--- src/rtl/pin_verifier.sv ---
// -----------------------------------------------------------------------------
// pin_verifier
//
// Multi-digit PIN check for one ATM card session. The card PIN is latched when
// the session starts. User digits are then shifted in one at a time, and a
// complete entry is compared against the latched copy. Each wrong attempt uses
// up one try. The card locks when no tries remain, and an entry that stalls for
// too long is aborted.
//
// Parameters
//   DIGIT_W    bits per PIN digit
//   PIN_LEN    digits per PIN (>= 1)
//   MAX_TRIES  failed attempts allowed before lockout (>= 1)
//   TIMEOUT    idle cycles in ENTRY before abort, 0 disables the timeout
//
// Ports
//   clk          in   system clock, rising edge
//   rst          in   asynchronous reset, active-high
//   start        in   card accepted, begin session (honoured only in IDLE)
//   cancel       in   card ejected / session ended, abort from any state
//   pin_card     in   card PIN, digit 0 in the MSBs
//   digit_valid  in   digit_in is valid this cycle
//   digit_in     in   user digit
//   clear        in   user restart of the current entry
//   pin_matched  out  PIN verified, held until cancel
//   pin_fail     out  one-cycle pulse per wrong attempt
//   locked       out  attempts exhausted, held until cancel
//   timeout      out  one-cycle pulse on inactivity abort
//   busy         out  high while in ENTRY or CHECK
//   tries_left   out  remaining attempts
// -----------------------------------------------------------------------------
module pin_verifier #(
    parameter int DIGIT_W   = 4,
    parameter int PIN_LEN   = 4,
    parameter int MAX_TRIES = 3,
    parameter int TIMEOUT   = 1024
) (
    input  logic                           clk,
    input  logic                           rst,
    input  logic                           start,
    input  logic                           cancel,
    input  logic [DIGIT_W*PIN_LEN-1:0]     pin_card,
    input  logic                           digit_valid,
    input  logic [DIGIT_W-1:0]             digit_in,
    input  logic                           clear,
    output logic                           pin_matched,
    output logic                           pin_fail,
    output logic                           locked,
    output logic                           timeout,
    output logic                           busy,
    output logic [$clog2(MAX_TRIES+1)-1:0] tries_left
);

    localparam int ENTRY_W = DIGIT_W * PIN_LEN;
    localparam int CNT_W   = $clog2(PIN_LEN + 1);
    localparam int TRY_W   = $clog2(MAX_TRIES + 1);
    localparam int IDLE_W  = (TIMEOUT > 0) ? $clog2(TIMEOUT + 1) : 1;

    localparam logic [CNT_W-1:0]  LAST_DIGIT = CNT_W'(PIN_LEN - 1);
    localparam logic [TRY_W-1:0]  TRIES_INIT = TRY_W'(MAX_TRIES);
    localparam logic [IDLE_W-1:0] IDLE_LAST  = (TIMEOUT > 0) ? IDLE_W'(TIMEOUT - 1) : '0;

    typedef enum logic [2:0] {
        S_IDLE,
        S_ENTRY,
        S_CHECK,
        S_MATCH,
        S_LOCKED
    } state_t;

    state_t               state, state_n;
    logic [ENTRY_W-1:0]   pin_latched, pin_latched_n;
    logic [ENTRY_W-1:0]   entry, entry_n;
    logic [CNT_W-1:0]     count, count_n;
    logic [IDLE_W-1:0]    idle_cnt, idle_cnt_n;
    logic [TRY_W-1:0]     tries_n;
    logic                 matched_n, fail_n, locked_n, timeout_n, busy_n;

    // Next-state and next-output logic. Every register has a next value
    // computed here, so the outputs below are plain flops with no decoding
    // after the clock edge. cancel overrides whatever the current state
    // wants to do.
    always_comb begin
        state_n       = state;
        pin_latched_n = pin_latched;
        entry_n       = entry;
        count_n       = count;
        idle_cnt_n    = idle_cnt;
        tries_n       = tries_left;
        matched_n     = pin_matched;
        locked_n      = locked;
        fail_n        = 1'b0;
        timeout_n     = 1'b0;

        if (cancel) begin
            state_n    = S_IDLE;
            entry_n    = '0;
            count_n    = '0;
            idle_cnt_n = '0;
            tries_n    = '0;
            matched_n  = 1'b0;
            locked_n   = 1'b0;
        end else begin
            unique case (state)
                S_IDLE: begin
                    if (start) begin
                        pin_latched_n = pin_card;
                        tries_n       = TRIES_INIT;
                        entry_n       = '0;
                        count_n       = '0;
                        idle_cnt_n    = '0;
                        state_n       = S_ENTRY;
                    end
                end

                S_ENTRY: begin
                    if (clear) begin
                        entry_n    = '0;
                        count_n    = '0;
                        idle_cnt_n = '0;
                    end else if (digit_valid) begin
                        // The first digit keyed ends up in the MSBs after
                        // PIN_LEN shifts, matching the pin_card layout.
                        entry_n    = (entry << DIGIT_W) | ENTRY_W'(digit_in);
                        count_n    = count + CNT_W'(1);
                        idle_cnt_n = '0;
                        if (count == LAST_DIGIT) begin
                            state_n = S_CHECK;
                        end
                    end else if (TIMEOUT != 0) begin
                        // The counter holds the number of idle cycles already
                        // seen, so the cycle that makes it TIMEOUT aborts.
                        if (idle_cnt == IDLE_LAST) begin
                            timeout_n  = 1'b1;
                            entry_n    = '0;
                            count_n    = '0;
                            idle_cnt_n = '0;
                            state_n    = S_IDLE;
                        end else begin
                            idle_cnt_n = idle_cnt + IDLE_W'(1);
                        end
                    end
                end

                S_CHECK: begin
                    entry_n    = '0;
                    count_n    = '0;
                    idle_cnt_n = '0;
                    if (entry == pin_latched) begin
                        matched_n = 1'b1;
                        state_n   = S_MATCH;
                    end else if (tries_left <= TRY_W'(1)) begin
                        // The last try is used up: lockout replaces the
                        // pin_fail pulse.
                        tries_n  = '0;
                        locked_n = 1'b1;
                        state_n  = S_LOCKED;
                    end else begin
                        tries_n = tries_left - TRY_W'(1);
                        fail_n  = 1'b1;
                        state_n = S_ENTRY;
                    end
                end

                S_MATCH, S_LOCKED: begin
                end

                default: begin
                    state_n = S_IDLE;
                end
            endcase
        end

        busy_n = (state_n == S_ENTRY) || (state_n == S_CHECK);
    end

    // State and output registers. Reset discards the latched PIN and the
    // remaining tries, so a new session always starts from start.
    always_ff @(posedge clk or posedge rst) begin
        if (rst) begin
            state       <= S_IDLE;
            pin_latched <= '0;
            entry       <= '0;
            count       <= '0;
            idle_cnt    <= '0;
            tries_left  <= '0;
            pin_matched <= 1'b0;
            pin_fail    <= 1'b0;
            locked      <= 1'b0;
            timeout     <= 1'b0;
            busy        <= 1'b0;
        end else begin
            state       <= state_n;
            pin_latched <= pin_latched_n;
            entry       <= entry_n;
            count       <= count_n;
            idle_cnt    <= idle_cnt_n;
            tries_left  <= tries_n;
            pin_matched <= matched_n;
            pin_fail    <= fail_n;
            locked      <= locked_n;
            timeout     <= timeout_n;
            busy        <= busy_n;
        end
    end

endmodule

--- config.mk ---
export PLATFORM = sky130hd
export DESIGN_NAME = pin_verifier
export DESIGN_NICKNAME = d
export VERILOG_FILES = /design/src/rtl/pin_verifier.sv
export SDC_FILE = /design/constraint.sdc
export NUM_CORES = 1
export LEC_CHECK = 0
export CORE_MARGIN = 2
export CORE_UTILIZATION = 55
export CTS_CLUSTER_DIAMETER = 40
export CTS_CLUSTER_SIZE = 28
export DETAILED_ROUTE_END_ITERATION = 6
export HOLD_SLACK_MARGIN = 0.05
export PLACE_DENSITY = 0.79
export SYNTH_ARGS = -nofsm -noshare
export SYNTH_HDL_FRONTEND = slang
export SYNTH_SLANG_ARGS = --single-unit
--- constraint.sdc ---
create_clock -name clk -period 2.1 [get_ports clk]
set_input_delay 0.42 -clock clk [delete_from_list [all_inputs] [get_ports clk]]
set_output_delay 0.42 -clock clk [all_outputs]
set_load 0.02 [all_outputs]
==> flow_summary.yaml <==
final_layout:
  postLayoutCoreUtil_pct: 71.68
  layout-drive-gt1-share_pct: 28.93
  seqCellArea_sq_um: 1401
  layout.cells.non_filler: 347
  final_common_cell: "dfrtp_1"
  fillers: 354
  diodes: 0
  areaGrowthSynthToFinish_pct: 24.87
  final_nets: 308
  final_cell_mix: "56 x dfrtp_1, 32 x clkdlybuf4s50_1, 20 x buf_4"
  multiInputGateArea_sq_um: 1236
routing:
  finalWirelength_mm: 5.240
  vias: 1984
  postRouteAntennaNets: 0
  via_per_inst: 5.718
  drc: 0
  wl_per_cell_um: 15.10
  drtIter0Drc: 180
  first_pass_iters: 5
yosys:
  synth_area_per_cell_sq_um: 11.94
  ys_types: 47
  synth_fp_nets: 256
  syn_inst: 227
  synth_edf_count: 0
  ys_warn_count: 0
  async_flop_share_pct: 100.0
  synth_area_sq_um: 2711
  ys_seq_elements: 56
  yosysSeqAreaShare_pct: 51.68
  ys.flop_type: "dfrtp_1"
critical_path:
  endpoint_kind: "flop"
  arrival_ns: 2.32
  path_class: "primary input to flop"
  start_kind: "primary input"
  path_max_fanout: 7
  required_ns: 2.36
sta:
  rsz0062_at_grt: "true"
  tns_ns: 0
  whs_ns: 0.4812
  finalCriticalPeriod_ns: 2.065
  fin_crit_sh_pct: 98.34
  finalClockSkew_ns: 0.009873
  slew_viol_final: 0
  hold_violations: 0
  setup_viol: 0
  clock.fmax_mhz: 484.2
  max-slew-margin-rel_pct: 70.85
  worstMarginPinSlew_ns: 0.4262
grt:
  grt_pass1_vias: 1890
  grt_antenna_before_repair: 0
  grt_start_max_net_pins: 57
  grt_usage_pct: 21.13
  grt_pass1_wl_mm: 8.845
  overflow: 0
clock_network:
  clock_path_buffers: 2
  tritoncts: "built"
  cts.clk_slew.worst_paths_ns: 0.10
  clock-sinks: 56
  cts_buffers: 5
  clock_latency_ns: 0.31
  cts-root-buf: "clkbuf_8"
  htreeDepth: 2
  hold_buffers: 0
flow_run:
  maxCapViolCount: 0
die:
  die_h_um: 74.21
  ios: 33
  die_x_um: 74.21
  start_util_pct: 57.40
  std_cell_rows: 25
  coreArea_sq_um: 4723
  die_area_sq_um: 5507
power_and_ir_drop:
  p_clk_share_pct: 28.1
  combPwrFrac_pct: 16.4
  switching_power_uw: 551.8
  switching_share_pct: 25.23
  irDropWorstVdd_v: 0.0004219
  cellLeakagePower_nw: 1.516
  power.density_nw_per_um2: 646.0
  power_mw: 2.187
  power_frac_seq_pct: 55.6
  internal_power_mw: 1.635
status:
  outcome: "complete, no violations"
place:
  dpl.cell_count: 339
  portBuffers: 32
  dp_hpwl_mm: 3.807
  gp_congestion: 0.7997
hold_path:
  worstHoldPathType: "primary input to asynchronous set/reset pin"
==> path summary, 6_finish.rpt <==
check	start	end	slack, ns	cells after the start
hold reg to reg	locked$_DFFE_PP0P_	locked$_DFFE_PP0P_	0.49	1
hold / removal	rst	idle_cnt[2]$_DFFE_PP0P_	0.48	3
max in group asynchronous	rst	entry[3]$_DFFE_PP0P_	1.37	3
min in group clk	locked$_DFFE_PP0P_	locked$_DFFE_PP0P_	0.49	1
setup / recovery	cancel	idle_cnt[6]$_DFFE_PP0P_	0.03	6
setup reg to reg	state[1]$_DFF_PP0_	pin_latched[14]$_DFFE_PP0P_	0.17	5
==> routing by layer <==
metal | global-route usage [%] | share of wire, % | vias to the layer above
li1 | - | - | 945
met2 | 35.12 | 49 | 60
met5 | 0 | 0 | -
met4 | 5.952 | 0.92 | 0
met1 | 28.85 | 45 | 974
met3 | 3.659 | 4.8 | 5
==> cell usage after synthesis, drive strengths merged, types with 2 or more instances <==
cell type / n / share of area (%)
a21oi: 6 / 1.1
a22o: 22 / 7.9
inv: 7 / 0.97
xor2: 16 / 5.2
ha: 3 / 1.4
o22ai: 2 / 0.46
a21o: 2 / 0.55
nand3: 3 / 0.55
mux2: 18 / 7.5
nor3: 7 / 1.3
and4: 2 / 0.65
xnor2: 3 / 0.97
nor4: 7 / 1.8
dfrtp: 56 / 52
or4b: 2 / 0.88
nor3b: 4 / 1.3
and2: 3 / 0.69
buf: 7 / 1.8
nor2: 8 / 1.2
or3: 4 / 1.2
nand2: 7 / 0.97
nand4: 4 / 0.92
o21ai: 8 / 1.5
a211oi: 5 / 1.4
a221o: 3 / 1.1
o21bai: 3 / 1.2
clkbuf: 4 / 0.55
==> critical path: stages <==
cell and delay [ns]:
clkdlybuf4s50_1 0.42, or4b_4 0.56, or3_4 0.40, buf_4 0.18
nor4_4 0.24, a21o_1 0.10
==> registers in the layout, summed over array words and instances (netlist names) <==
signal and count:
count 3, timeout 1, idle_cnt 11, entry 16, pin_matched 1, pin_latched 16
pin_fail 1, tries_left 2, busy 1, state 3, locked 1
==> metrics by stage <==
step | instance area (sq um) | worst slack, ns
6_report | 3386 | 0.03494
5_1_grt | 3386 | -0.02561
4_1_cts | 3367 | 0.006193
3_5_place_dp | 3271 | -0.3216
3_3_place_gp | 3271 | -0.2843
2_1_floorplan | 2711 | 0.1834
==> area by class of cell <==
cell class | instances | area share (%)
repair buffers | 56 | 16.00
flip-flops and latches | 56 | 41.39
multi-input cells | 153 | 36.51
clock buffers | 6 | 2.439
clock inverters | 2 | 0.4065
well taps | 67 | 2.476
inverters | 7 | 0.7761
==> kinds of logic after synthesis <==
family	Yosys count	synth area share, %
compound gates	56	16.75
xor+xnor	19	6.138
fa+ha+maj	3	1.385
buf+inv	18	3.276
flops	56	51.68
mux	19	7.845
simple gates	56	12.92
==> repair_timing <==
action                     in CTS  in global routing
gates resized for setup         0                  3
hold endpoints to repair        0                  0
setup buffers                   0                  0
setup endpoints to repair       0                 15
==> power by group through the flow <==
stage	combinational (mW)	sequential, mW	clock, mW
finish	0.358	1.22	0.614
global route	0.392	1.23	0.683
CTS	0.360	1.22	0.639
global placement	0.350	1.23	0
detailed placement	0.359	1.24	0
floorplan	0.217	1.23	0
Note: power is estimated with default switching activity, not from simulation.
